==> src/rtl/win_pkg.sv <==
// Shared definitions for the windowed register-file spill/fill sequencer:
// controller states, window stride and window-op encodings.
package win_pkg;

    typedef enum logic [1:0] {
        S_IDLE   = 2'd0,
        S_SPILL  = 2'd1,
        S_FILL   = 2'd2,
        S_COMMIT = 2'd3
    } win_state_e;

    localparam int unsigned WIN_STRIDE = 4;

    localparam logic [1:0] WIN_ADV  = 2'b10;
    localparam logic [1:0] WIN_RET  = 2'b01;
    localparam logic [1:0] WIN_HOLD = 2'b00;

    // Increment that sticks at all-ones instead of wrapping.
    function automatic logic [15:0] sat_inc16(input logic [15:0] v);
        return (v == 16'hFFFF) ? v : v + 16'd1;
    endfunction

endpackage

==> src/rtl/win_spill_ctrl_frame_xfer.sv <==
// frame_xfer: walks one 4-word frame over a req/ack memory port.
// Request is held while a word is outstanding; the word index advances
// on the edge that accepts the ack; done marks the ack of the last word.
module frame_xfer
    import win_pkg::*;
(
    input  logic       clock,
    input  logic       reset_L,
    input  logic       start,
    input  logic       mem_ack,
    output logic       active,
    output logic       mem_req,
    output logic       word_ack,
    output logic       done,
    output logic [1:0] k
);

    localparam logic [1:0] LAST_K = 2'(WIN_STRIDE - 1);

    logic       active_q, active_d;
    logic [1:0] k_q, k_d;

    assign word_ack = active_q & mem_ack;
    assign done     = word_ack & (k_q == LAST_K);
    assign active   = active_q;
    assign mem_req  = active_q;
    assign k        = k_q;

    // Next word index / busy flag
    always_comb begin
        active_d = active_q;
        k_d      = k_q;
        if (start) begin
            active_d = 1'b1;
            k_d      = 2'd0;
        end else if (word_ack) begin
            k_d = k_q + 2'd1;
            if (k_q == LAST_K) begin
                active_d = 1'b0;
            end
        end
    end

    // Sequencer state; reset abandons any word in flight
    always_ff @(posedge clock or negedge reset_L) begin
        if (!reset_L) begin
            active_q <= 1'b0;
            k_q      <= 2'd0;
        end else begin
            active_q <= active_d;
            k_q      <= k_d;
        end
    end

endmodule

==> src/rtl/win_spill_ctrl.sv <==
// win_spill_ctrl: window sequencer for a 32-entry windowed register file
// (8 visible, stride 4). Moves the window on call/return, spilling the
// oldest frame to a memory stack on overflow and refilling it on underflow,
// stalling the CPU meanwhile.
// Optional build macro WINCTRL_STATS_EN adds saturating spill/fill counters.
module win_spill_ctrl
    import win_pkg::*;
#(
    parameter int unsigned NFRAMES    = 8,
    parameter logic [15:0] SPILL_BASE = 16'hF000
) (
    input  logic        clock,
    input  logic        reset_L,
    input  logic        win_push,
    input  logic        win_pop,
    output logic        stall,
    output logic [1:0]  win_op,
    output logic [4:0]  xfer_sel,
    output logic        xfer_we_L,
    output logic [15:0] xfer_wdata,
    input  logic [15:0] xfer_rdata,
    output logic        mem_req,
    output logic        mem_we,
    output logic [15:0] mem_addr,
    output logic [15:0] mem_wdata,
    input  logic [15:0] mem_rdata,
    input  logic        mem_ack,
    output logic        err
`ifdef WINCTRL_STATS_EN
    ,
    output logic [15:0] spill_cnt,
    output logic [15:0] fill_cnt
`endif
);

    localparam int unsigned FW      = $clog2(NFRAMES);
    localparam logic [FW-1:0] RES_MAX = FW'(NFRAMES - 2);
    localparam logic [15:0] STRIDE16 = 16'(WIN_STRIDE);

    win_state_e    state_q, state_d;
    logic [FW-1:0] cwp_q, cwp_d;
    logic [FW-1:0] res_q, res_d;
    logic [15:0]   sp_q, sp_d;
    logic [1:0]    win_op_q, win_op_d;
    logic          err_q, err_d;

    logic          xfer_start, xfer_active, xfer_word_ack, xfer_done;
    logic [1:0]    xfer_k;
    logic [FW-1:0] xfer_frame;
    logic [15:0]   xfer_base;

    frame_xfer u_xfer (
        .clock    (clock),
        .reset_L  (reset_L),
        .start    (xfer_start),
        .mem_ack  (mem_ack),
        .active   (xfer_active),
        .mem_req  (mem_req),
        .word_ack (xfer_word_ack),
        .done     (xfer_done),
        .k        (xfer_k)
    );

    // Spill takes the oldest live frame from the stack top; fill restores
    // the frame just below the current window from the last pushed slot.
    assign xfer_frame = (state_q == S_FILL) ? (cwp_q - 1'b1) : (cwp_q - res_q);
    assign xfer_base  = (state_q == S_FILL) ? (sp_q - STRIDE16) : sp_q;

    assign stall      = (state_q != S_IDLE);
    assign win_op     = win_op_q;
    assign err        = err_q;
    assign xfer_sel   = xfer_active ? 5'({xfer_frame, xfer_k}) : 5'd0;
    assign mem_addr   = xfer_active ? (xfer_base + {14'd0, xfer_k}) : 16'd0;
    assign mem_we     = (state_q == S_SPILL);
    assign mem_wdata  = (state_q == S_SPILL) ? xfer_rdata : 16'd0;
    assign xfer_wdata = (state_q == S_FILL) ? mem_rdata : 16'd0;
    assign xfer_we_L  = ~((state_q == S_FILL) & xfer_word_ack);

    // Next-state, window bookkeeping and strobed outputs
    always_comb begin
        state_d    = state_q;
        cwp_d      = cwp_q;
        res_d      = res_q;
        sp_d       = sp_q;
        win_op_d   = WIN_HOLD;
        err_d      = 1'b0;
        xfer_start = 1'b0;
        case (state_q)
            S_IDLE: begin
                if (win_push && win_pop) begin
                    err_d = 1'b1;
                end else if (win_push) begin
                    if (res_q == RES_MAX) begin
                        state_d    = S_SPILL;
                        xfer_start = 1'b1;
                    end else begin
                        win_op_d = WIN_ADV;
                        res_d    = res_q + 1'b1;
                        cwp_d    = cwp_q + 1'b1;
                    end
                end else if (win_pop) begin
                    if (res_q != '0) begin
                        win_op_d = WIN_RET;
                        res_d    = res_q - 1'b1;
                        cwp_d    = cwp_q - 1'b1;
                    end else if (sp_q > SPILL_BASE) begin
                        state_d    = S_FILL;
                        xfer_start = 1'b1;
                    end else begin
                        err_d = 1'b1;
                    end
                end
            end
            // The deferred push/pop is applied on entry to COMMIT so the
            // window op is presented during the COMMIT cycle itself.
            // Resident count: -1 for the spill and +1 for the push cancel.
            S_SPILL: begin
                if (xfer_done) begin
                    state_d  = S_COMMIT;
                    sp_d     = sp_q + STRIDE16;
                    cwp_d    = cwp_q + 1'b1;
                    win_op_d = WIN_ADV;
                end
            end
            // Resident count: +1 for the fill and -1 for the pop cancel.
            S_FILL: begin
                if (xfer_done) begin
                    state_d  = S_COMMIT;
                    sp_d     = sp_q - STRIDE16;
                    cwp_d    = cwp_q - 1'b1;
                    win_op_d = WIN_RET;
                end
            end
            S_COMMIT: begin
                state_d = S_IDLE;
            end
            default: begin
                state_d = S_IDLE;
            end
        endcase
    end

    // Controller registers; reset mid-transfer discards it without commit
    always_ff @(posedge clock or negedge reset_L) begin
        if (!reset_L) begin
            state_q  <= S_IDLE;
            cwp_q    <= '0;
            res_q    <= '0;
            sp_q     <= SPILL_BASE;
            win_op_q <= WIN_HOLD;
            err_q    <= 1'b0;
        end else begin
            state_q  <= state_d;
            cwp_q    <= cwp_d;
            res_q    <= res_d;
            sp_q     <= sp_d;
            win_op_q <= win_op_d;
            err_q    <= err_d;
        end
    end

`ifdef WINCTRL_STATS_EN
    logic [15:0] spill_cnt_q, fill_cnt_q;

    assign spill_cnt = spill_cnt_q;
    assign fill_cnt  = fill_cnt_q;

    // Count completed frame transfers, saturating at all-ones
    always_ff @(posedge clock or negedge reset_L) begin
        if (!reset_L) begin
            spill_cnt_q <= 16'd0;
            fill_cnt_q  <= 16'd0;
        end else if (xfer_done) begin
            if (state_q == S_SPILL) begin
                spill_cnt_q <= sat_inc16(spill_cnt_q);
            end else begin
                fill_cnt_q <= sat_inc16(fill_cnt_q);
            end
        end
    end
`else
    // Statistics counters are not built in this configuration.
`endif

endmodule

==> config.mk <==
export PLATFORM = sky130hd
export DESIGN_NAME = win_spill_ctrl
export DESIGN_NICKNAME = d
export VERILOG_FILES = /design/src/rtl/win_pkg.sv /design/src/rtl/win_spill_ctrl_frame_xfer.sv /design/src/rtl/win_spill_ctrl.sv
export SDC_FILE = /design/constraint.sdc
export NUM_CORES = 1
export LEC_CHECK = 0
export BUFFER_PORTS_ARGS = -buffer_cell sky130_fd_sc_hd__buf_4
export CORE_ASPECT_RATIO = 0.9
export CORE_MARGIN = 2
export CORE_UTILIZATION = 50
export DETAILED_ROUTE_END_ITERATION = 10
export GPL_ROUTABILITY_DRIVEN = 0
export PLACE_DENSITY = 0.82
export SYNTH_ARGS = -nofsm -noshare
export SYNTH_HDL_FRONTEND = slang
export SYNTH_SLANG_ARGS = --single-unit
==> constraint.sdc <==
create_clock -name clock -period 2.8 [get_ports clock]
set_clock_uncertainty 0.15 [all_clocks]
set_input_delay 0.14 -clock clock [delete_from_list [all_inputs] [get_ports clock]]
set_output_delay 0.14 -clock clock [all_outputs]
set_load 0.05 [all_outputs]
==> After elaboration in Yosys (flattened, before gate mapping) <==
Cells that the tools add are included.
{ "totals": {"out_inout_bits": 60, "register_bits": 30, "input_bits": 37} }
{ "op_classes": {"addsub": 9, "bitwise_logic": 5, "n_eq_ne": 16, "n_reduce_logical": 16, "n_lt_le_gt_ge": 1, "muxes": 55} }
{ "op_table": {"columns": ["cell", "n"], "rows": [
  ["$mux W16", 6],
  ["$mux W3", 12],
  ["$pmux W16 S2", 1],
  ["$mux W2", 13],
  ["$mux W1", 19],
  ["$ne A3 B3 Y1 const B", 6],
  ["$add A16 B2 Y16", 1],
  ["$add A16 B3 Y16 const B", 1],
  ["$gt A16 B16 Y1 const B", 1],
  ["$sub A16 B3 Y16 const B", 1],
  ["$pmux W2 S3", 2],
  ["$reduce_bool A2 Y1", 6],
  ["$pmux W3 S3", 1],
  ["$reduce_and A7 Y1", 1],
  ["$add A3 B1 Y3 const B", 2],
  ["$eq A2 B2 Y1 const B", 3],
  ["$ne A2 B1 Y1 const B", 3],
  ["$reduce_and A6 Y1", 1],
  ["$reduce_bool A3 Y1", 2],
  ["$sub A3 B1 Y3 const B", 2],
  ["$mux W5", 1],
  ["$reduce_and A5 Y1", 1],
  ["$ne A2 B2 Y1 const B", 2],
  ["$and A1 B1 Y1", 3],
  ["10 further kinds", 11]
]} }

==> Longest topological paths before layout <==
Gate-level depths: netlist (run 1).
{ "depth": {"depth_word": 9, "depth_mapped": 8} }

==> Modules after synthesis <==
Synthesis (run 1) repeated with hierarchy kept, for this count alone.
{ "hier_totals": {"hier_cells": 312, "area_unflattened_um2": 2592.5} }
{ "modules_own_cells": {"columns": ["module", "cells_per_inst", "area_per_inst_um2", "seq_area_each_um2", "instances"], "rows": [
  ["win_spill_ctrl", 297, 2424.8, 630.6, 1],
  ["frame_xfer", 15, 167.7, 75.1, 1]
]} }

==> Worst setup path after synthesis (run 1) <==
Ideal clock, no wire load.
{ "synth_path": {"path_kind": "register to output", "start": "register cwp_q[0]", "end": "output xfer_sel[3]", "arrival_time_ns": 2.306, "path_slack_ns": 0.204, "path_stages_with_launch": 7, "required_time_ns": 2.510, "cell_sequence": "dfrtp_1 > inv_1 > ha_1 > inv_1 > fa_1 > nand2_1 > a21boi_0"} }
{ "synth_via": {"elab_chain_cells": 3, "elab_cells_between_ends": 4} }
{ "synth_lines": {"columns": ["element", "line_no", "text"], "rows": [
  ["start: declaration", "win_spill_ctrl.sv:41", "logic [FW-1:0] cwp_q, cwp_d;"],
  ["start signal: assignment", "win_spill_ctrl.sv:154", "cwp_q <= cwp_d;"],
  ["$sub A3 B3 Y3 or $sub A3 B1 Y3 (tied branches)", "win_spill_ctrl.sv:66", "assign xfer_frame = (state_q == S_FILL) ? (cwp_q - 1'b1) : (cwp_q - res_q);"],
  ["$mux W3 *", "win_spill_ctrl.sv:66", null],
  ["$mux W5 *", "win_spill_ctrl.sv:72", "assign xfer_sel = xfer_active ? 5'({xfer_frame, xfer_k}) : 5'd0;"],
  ["end: declaration", "win_spill_ctrl.sv:18", "output logic [4:0] xfer_sel,"]
]} }
Mark *: on every way between the ends. The rest lies on a longest branch, timed or not.

==> Worst setup path after layout (run 1) <==
{ "layout_path": {"start": "register state_q[0]", "end": "output mem_addr[15]"} }
{ "layout_via": {"elab_chain_cells": 4} }
{ "layout_lines": {"columns": ["element", "line_no", "text"], "rows": [
  ["start: declaration", "win_spill_ctrl.sv:40", "win_state_e state_q, state_d;"],
  ["start signal: assignment", "win_spill_ctrl.sv:153", "state_q <= state_d;"],
  ["$eq A2 B2 Y1", "win_spill_ctrl.sv:67", "assign xfer_base = (state_q == S_FILL) ? (sp_q - STRIDE16) : sp_q;"],
  ["$mux W16", "win_spill_ctrl.sv:67", null],
  ["$add A16 B2 Y16", "win_spill_ctrl.sv:73", "assign mem_addr = xfer_active ? (xfer_base + {14'd0, xfer_k}) : 16'd0;"],
  ["$mux W16", "win_spill_ctrl.sv:73", null],
  ["end: declaration", "win_spill_ctrl.sv:24", "output logic [15:0] mem_addr,"]
]} }
Every way passes these cells.

==> results by group, run 1 <==
Die
  – Area of the placeable core: approximately 0.0048 mm2
  – Die Outline Area: about 0.0055 mm2
  – Number of top-level pins: 97
  – Standard-cell row count: 24
  – Die height: 70.8 um
  – Initial cell density of the core: 0.517
  – Chip width: approximately 78 um

CTS
  – Bufs on Longest Clock Path: 2
  – Clk root buf: sky130_fd_sc_hd__clkbuf_8
  – Insertion delay of the later-clocked pin in the worst-skew pair: 0.28 ns
  – Post-CTS setup buffer count: 0
  – Number of buffers added by the clock tree synthesis step: 3
  – Clock tree from TritonCTS: built
  – H-Tree Depth: 1
  – CTS sink cnt: 28
  – CTS clk-pin slew, worst paths: approximately 0.10 ns

Run
  – Number of max-capacitance violations reported: 0

Worst setup path
  – Maximum fanout count along the critical path: 5
  – Arrival time at the worst endpoint: about 2.4 ns
  – Critical path startpoint category: flip-flop
  – Worst Path Class, Setup: reg2out
  – Critical Path End Type: primary output
  – Required arrival time at the worst endpoint: about 2.5 ns

Route
  – Detailed Route WL: 5850 um
  – Post-route DRC violation count: 0
  – Remaining antenna violation count after routing: 0
  – Via density per instance: about 5.3
  – Final routed wire length divided by cell count: ~13 um
  – DR iter-0 viols: ~130
  – First-pass detailed-route iteration total: 4
  – Vias: 2367

Finish
  – Most frequent standard cell in the layout excluding fill and tap cells: sky130_fd_sc_hd__buf_4
  – Leading cell types in the layout, fill and taps excluded: sky130_fd_sc_hd__buf_4, sky130_fd_sc_hd__and2_1, sky130_fd_sc_hd__dfrtp_1
  – Number of nets in the layout: roughly 430
  – Layout area overhead: 33.3%
  – Final Core Density: 0.689
  – Ant. Diodes: 0
  – Share of post-route cells with drive strength above 1: 0.335

STA
  – Maximum frequency from static timing analysis: about 0.38 GHz
  – Actual transition at the worst max-transition pin: a little over 0.4 ns
  – Final number of hold-violating endpoints: 0
  – Pins over their slew limit: 0
  – Final period util: 0.943
  – Setup TNS: 0 ns
  – Headroom to the max-slew limit: 0.726
  – Setup repair after global routing missed its margin: no
  – Crit path time final: about 2.6 ns
  – Final setup vio count: 0

Place
  – Post-detail-place hpwl: roughly 4500 um
  – Port-buffer cells: between 90 and 100

Logic synthesis
  – Sequential-to-total area share from yosys stat: 0.284
  – Yosys Warn Count: 0
  – Dominant register cell in the synthesized netlist: sky130_fd_sc_hd__dfrtp_1
  – Netlist cell types: 54
  – Post-synthesis net count: between 300 and 400
  – Post-synthesis instance area: ~0.0025 mm2
  – Number of storage elements in the synthesis netlist: 28
  – Avg Synthesized Cell Area: between 8 and 9 um2
  – Number of instances in the synthesized netlist: between 200 and 300
  – Synth area leaders: sky130_fd_sc_hd__dfrtp_1, sky130_fd_sc_hd__and2_1, sky130_fd_sc_hd__ha_1
  – EDFF count, synth: 0
  – Fraction of post-synthesis cell area in the top cell type by area: 0.242
  – Yosys top cell by area: sky130_fd_sc_hd__dfrtp_1
  – Async SR Flop Fraction: 1.00

Global routing
  – Maximum number of pins on one net before global-route repair: 35
  – Number of global-route vias before repair: approximately 2100
  – Remaining global-route overflow: 0
  – First-pass GRT wire length: roughly 9600 um
  – Number of antenna violations at the first check in global routing: 0
  – Total routing usage reported by global routing: 0.209

Power
  – Worst-case vdd ir drop: between 0.0009 and 0.001 V
  – Total power density per cell area: between 1000 and 1500 mW/mm2
  – Leak pwr: approximately 1.6 nW

Outcome
  – Result of the run: completed

Worst hold path
  – Type of the worst min-delay path: in2reg
state kept, by name, summed over array words and instances, names as in the netlist:
name,flops
u_xfer.k,2
cwp_q,3
win_op,2
sp_q,14
err,1
u_xfer.active,1
state_q,2
res_q,3
per-stage QoR:
step	std cells	hold WS [ns]	power (mW)	area, um2	worst slack, ns
final	447	0.0523	3.46	3310	0.158
after global routing	447	0.0502	3.69	3310	0.0462
after CTS	447	0.0529	3.46	3300	0.160
after global placement	440	-0.0721	3.14	3210	0.525
after floorplan	296	-0.306	2.57	2480	0.204
after detailed placement	440	-0.0647	3.19	3210	0.481
final timing paths:
check / startpoint / to / slack [ns] / depth (start not counted)
max reg2reg: state_q[0] / cwp_q[2] / 0.55 / 7
min reg2reg: sp_q[15] / sp_q[15] / 0.36 / 1
max: state_q[0] / mem_addr[15] / 0.16 / 8
min in group asynchronous: reset_L / sp_q[6] / 0.16 / 2
max in group asynchronous: reset_L / sp_q[15] / 2.02 / 2
min: win_push / err / 0.05 / 3
critical path: stages, from the launching register on:
cell and delay (ns):
sky130_fd_sc_hd__dfrtp_1 0.43, sky130_fd_sc_hd__inv_1 0.10, sky130_fd_sc_hd__ha_1 0.19, sky130_fd_sc_hd__or3b_2 0.52, sky130_fd_sc_hd__nor3_4 0.22, sky130_fd_sc_hd__nand3_1 0.14
sky130_fd_sc_hd__xnor2_1 0.15, sky130_fd_sc_hd__and2_1 0.14, sky130_fd_sc_hd__buf_4 0.18
cell type report:
class | count | area (um2)
multi-input cells | 230 | 1610
fillers | 396 | 1500
repair buffers | 105 | 800
flip-flops and latches | 28 | 706
well taps | 65 | 81.3
inverters | 15 | 56.3
clock buffers | 4 | 55.1
cells by family (layout without fill, tap and decap cells):
kind of cell             Yosys count  after routing  share of synthesized area
adder cells (fa/ha/maj)           14             14                     0.0766
buffers and inverters             38            124                     0.0691
AND/OR/NAND/NOR                  137            137                      0.321
flip-flops                        28             28                      0.284
XOR/XNOR                          33             33                      0.116
AO/OA/AOI/OAI                     42             42                      0.116
multiplexers                       4              4                     0.0171
power by group:
group | internal, mW | total, mW | switching (mW)
Combinational | 0.884 | 2.52 | 1.64
Clock | 0.126 | 0.257 | 0.131
Sequential | 0.520 | 0.676 | 0.156
cell usage after synthesis (2+ instances only):
cell type	number
sky130_fd_sc_hd__a21oi_1	9
sky130_fd_sc_hd__a22oi_1	2
sky130_fd_sc_hd__and2_1	49
sky130_fd_sc_hd__and3_1	2
sky130_fd_sc_hd__buf_2	6
sky130_fd_sc_hd__buf_4	3
sky130_fd_sc_hd__clkbuf_1	11
sky130_fd_sc_hd__clkbuf_2	2
sky130_fd_sc_hd__dfrtp_1	24
sky130_fd_sc_hd__dfstp_2	4
sky130_fd_sc_hd__fa_1	2
sky130_fd_sc_hd__ha_1	12
sky130_fd_sc_hd__inv_1	14
sky130_fd_sc_hd__mux2_2	2
sky130_fd_sc_hd__mux2i_1	2
sky130_fd_sc_hd__nand2_1	22
sky130_fd_sc_hd__nand3_1	10
sky130_fd_sc_hd__nand4_1	8
sky130_fd_sc_hd__nor2_1	17
sky130_fd_sc_hd__nor3_1	9
sky130_fd_sc_hd__nor4_1	3
sky130_fd_sc_hd__nor4_2	2
sky130_fd_sc_hd__o21ai_0	15
sky130_fd_sc_hd__or3_1	3
sky130_fd_sc_hd__or4_1	2
sky130_fd_sc_hd__or4_4	2
sky130_fd_sc_hd__xnor2_1	17
sky130_fd_sc_hd__xor2_1	16
routing by layer:
metal  vias up  GRT usage  part of all wire
li1       1167          -                 -
met1      1081      0.281              0.44
met2       115      0.355              0.46
met3         4     0.0370             0.095
met4         0     0.0468            0.0075
met5         -          0                 0
repair_timing:
item                                    in CTS  in global routing
hold buffers                                 3                  0
gates resized for setup                      0                  2
endpoints found under the setup margin       0                  1
hold endpoints to repair                    30                  0
Note: power is estimated with default switching activity, not from simulation.
==> run 2: changes to the inputs <==
clock period = 2.5 ns   (was 2.8 ns; I/O delays follow)
==> run 2 against run 1 <==
Against the previous run:
- die area unchanged
- wire length up 7.4%
- critical path type unchanged
- sequential share of layout area decreased by 1.0 points
- clock power increased by 46%
- first-iteration DRC count down 0.76%
- count of clock-buffer cells in the layout decreased by 1
- global-route usage increased by 1.7 points
==> results by group, run 2 (synthesis gave the netlist of run 1 again) <==
Outcome
  – Result of the run: completed

Worst setup path
  – Critical path launch point: sp_q[7]
  – Arrival time at the worst endpoint: 2.17 ns (-0.18 ns)
  – Critical path startpoint category: flip-flop
  – Maximum fanout count along the critical path: 8 (+3)
  – Critical Path Sink: mem_addr[9]
  – Count of cells along the worst register-to-register path: 7 (unchanged)
  – Worst Path Class, Setup: reg2out
  – R2R Path End: cwp_q[2]
  – R2r setup slk: 0.21 ns (-0.34 ns)
  – Required arrival time at the worst endpoint: 2.23 ns (-0.28 ns)
  – Launch instance of the worst register-to-register path: state_q[1]
  – Critical Path End Type: primary output

CTS
  – Number of buffers added by the clock tree synthesis step: 3 (unchanged)
  – CTS sink cnt: 28 (unchanged)
  – Clock tree from TritonCTS: built
  – Insertion delay of the later-clocked pin in the worst-skew pair: 0.29 ns (about the same)
  – Bufs on Longest Clock Path: 2 (unchanged)
  – CTS clk-pin slew, worst paths: 0.10 ns (about the same)
  – Clk root buf: sky130_fd_sc_hd__clkbuf_8
  – H-Tree Depth: 1 (unchanged)

Die
  – Number of top-level pins: 97 (unchanged)
  – Standard-cell row count: 24 (unchanged)
  – Die Outline Area: 0.00555 mm2 (unchanged)
  – Chip width: 78.3 um (unchanged)
  – Area of the placeable core: 0.00480 mm2 (unchanged)
  – Initial cell density of the core: 0.517 (unchanged)
  – Die height: 70.8 um (unchanged)

Finish
  – Multi-input combinational cell area: 0.00167 mm2 (+3.7%)
  – Largest registers: sp_q: 14 flops, cwp_q: 3 flops, res_q: 3 flops
  – Share of post-route cells with drive strength above 1: 0.371 (+0.0358)
  – Layout area overhead: 39.8%
  – Register with the highest flop count: sp_q
  – Count of fill cells added during filler insertion: 363 (-8.3%)
  – Number of nets in the layout: 443 (+2.1%)
  – Most frequent standard cell in the layout excluding fill and tap cells: sky130_fd_sc_hd__buf_4
  – Max FFs per register: 14 (unchanged)
  – Leading cell types in the layout, fill and taps excluded: sky130_fd_sc_hd__buf_4, sky130_fd_sc_hd__and2_1, sky130_fd_sc_hd__dfrtp_1
  – Footprint of the flip-flops and latches: 706 um2 (unchanged)
  – Ant. Diodes: 0 (unchanged)

Route
  – First-pass detailed-route iteration total: 4 (unchanged)
  – Vias: 2463 (+4.1%)
  – Via density per instance: 5.40 (+2.0%)
  – DR iter-0 viols: 131 (-0.76%)
  – Post-route DRC violation count: 0 (unchanged)
  – Remaining antenna violation count after routing: 0 (unchanged)
  – Final routed wire length divided by cell count: 13.8 um (+5.3%)
  – Detailed Route WL: 6290 um (+7.4%)

STA
  – Crit path time final: ~2.4 ns
  – Final period util: 0.977
  – Maximum frequency from static timing analysis: 0.410 GHz
  – Pins over their slew limit: 0 (unchanged)
  – Final number of hold-violating endpoints: 0 (unchanged)
  – Hold Worst Slack: 0.0181 ns (-0.0342 ns)
  – Final setup vio count: 0 (unchanged)
  – Headroom to the max-slew limit: 0.737 (+0.0104)
  – Actual transition at the worst max-transition pin: 0.395 ns (-0.0124 ns)
  – Setup TNS: 0 ns (unchanged)

Worst hold path
  – Depth of the worst hold-timing path: 3 (unchanged)
  – Hold Crit Start: win_push
  – Type of the worst min-delay path: in2reg

Global routing
  – Remaining global-route overflow: 0 (unchanged)
  – First-pass GRT wire length: 10200 um (+7.0%)
  – Total routing usage reported by global routing: 0.226 (+0.0169)
  – Number of global-route vias before repair: 2294 (+9.2%)
  – Number of antenna violations at the first check in global routing: 0 (unchanged)
  – Maximum number of pins on one net before global-route repair: 35 (unchanged)

Place
  – Post-detail-place hpwl: 4640 um (+4.0%)
  – Port-buffer cells: 96 (unchanged)

Run
  – Number of max-capacitance violations reported: 0 (unchanged)

Power
  – Leak pwr: 1.65 nW (+3.3%)
  – Worst-case vdd ir drop: 0.00102 V (+11%)
  – Total Power Consumption: 4.12 mW (+19%)
  – Total power density per cell area: 1190 mW/mm2 (+14%)
==> run 2: cell types whose count changed in the layout (fill, tap and decap cells not counted), moves of 2 or more <==
| cell | delta |
|---|---|
| sky130_fd_sc_hd__nand3_2 | +2 |
| sky130_fd_sc_hd__nand3_1 | -2 |
| sky130_fd_sc_hd__buf_6 | +2 |
| sky130_fd_sc_hd__inv_1 | -2 |
| sky130_fd_sc_hd__nor4_4 | +2 |
| sky130_fd_sc_hd__buf_4 | +6 |
| sky130_fd_sc_hd__inv_2 | +2 |
| sky130_fd_sc_hd__nor4_2 | -2 |
==> run 2: power breakdown <==
group          switching [mW]  internal, mW  leakage, nW
logic                    1.95          1.08         1.28
registers               0.132         0.583        0.341
clock network           0.159         0.215       0.0357
==> run 2: what timing repair did <==
item / CTS / global route
endpoints found under the hold margin: 30 / 0
cloned: 0 / 0
setup endpoints to repair: 9 / 11
pin swaps: 1 / 4
hold buffers: 3 / 0
gates resized for setup: 4 / 17
setup buffers: 2 / 2
==> run 2: metrics by stage <==
stage / cells / area [um2] / util / setup WS (ns)
2_1_floorplan: 296 / 2480 / - / 0.112
3_3_place_gp: 445 / 3250 / 0.677 / 0.241
3_5_place_dp: 445 / 3250 / 0.677 / 0.168
4_1_cts: 454 / 3380 / 0.703 / 0.00723
5_1_grt: 456 / 3470 / 0.722 / -0.0317
6_report: 456 / 3470 / 0.722 / 0.0582
==> run 2: cell type report <==
class                           instances  share of cell area
Timing Repair Buffer                  114               0.256
Clock buffer                            3              0.0119
Tap cell                               65              0.0234
Sequential cell                        28               0.203
Multi-Input combinational cell        230               0.481
Clock inverter                          1             0.00865
Inverter                               15              0.0162
==> run 2: critical path: stages, from the launching register on <==
cell                      delay (ns)
sky130_fd_sc_hd__dfrtp_1        0.52
sky130_fd_sc_hd__or4_4          0.51
sky130_fd_sc_hd__nor3_4         0.27
sky130_fd_sc_hd__buf_4          0.15
sky130_fd_sc_hd__xor2_1         0.12
sky130_fd_sc_hd__and2_1         0.15
sky130_fd_sc_hd__buf_6          0.16
==> run 2: per-layer routing <==
metal | up-vias | global-route usage | part of all wire
met2 | 142 | 0.388 | 0.48
met4 | 0 | 0.0799 | 0.016
li1 | 1185 | - | -
met5 | - | 0 | 0
met1 | 1129 | 0.286 | 0.40
met3 | 7 | 0.0434 | 0.11
==> run 2: how the worst min path moves through the flow <==
| stage | slack (ns) | end |
|---|---|---|
| 2_1_floorplan | -0.32 | cwp_q[0] |
| 3_3_place_gp | -0.08 | sp_q[7] |
| 3_5_place_dp | -0.08 | sp_q[7] |
| 4_1_cts | 0.01 | err |
| 5_1_grt | 0.04 | err |
| 6_report | 0.02 | err |
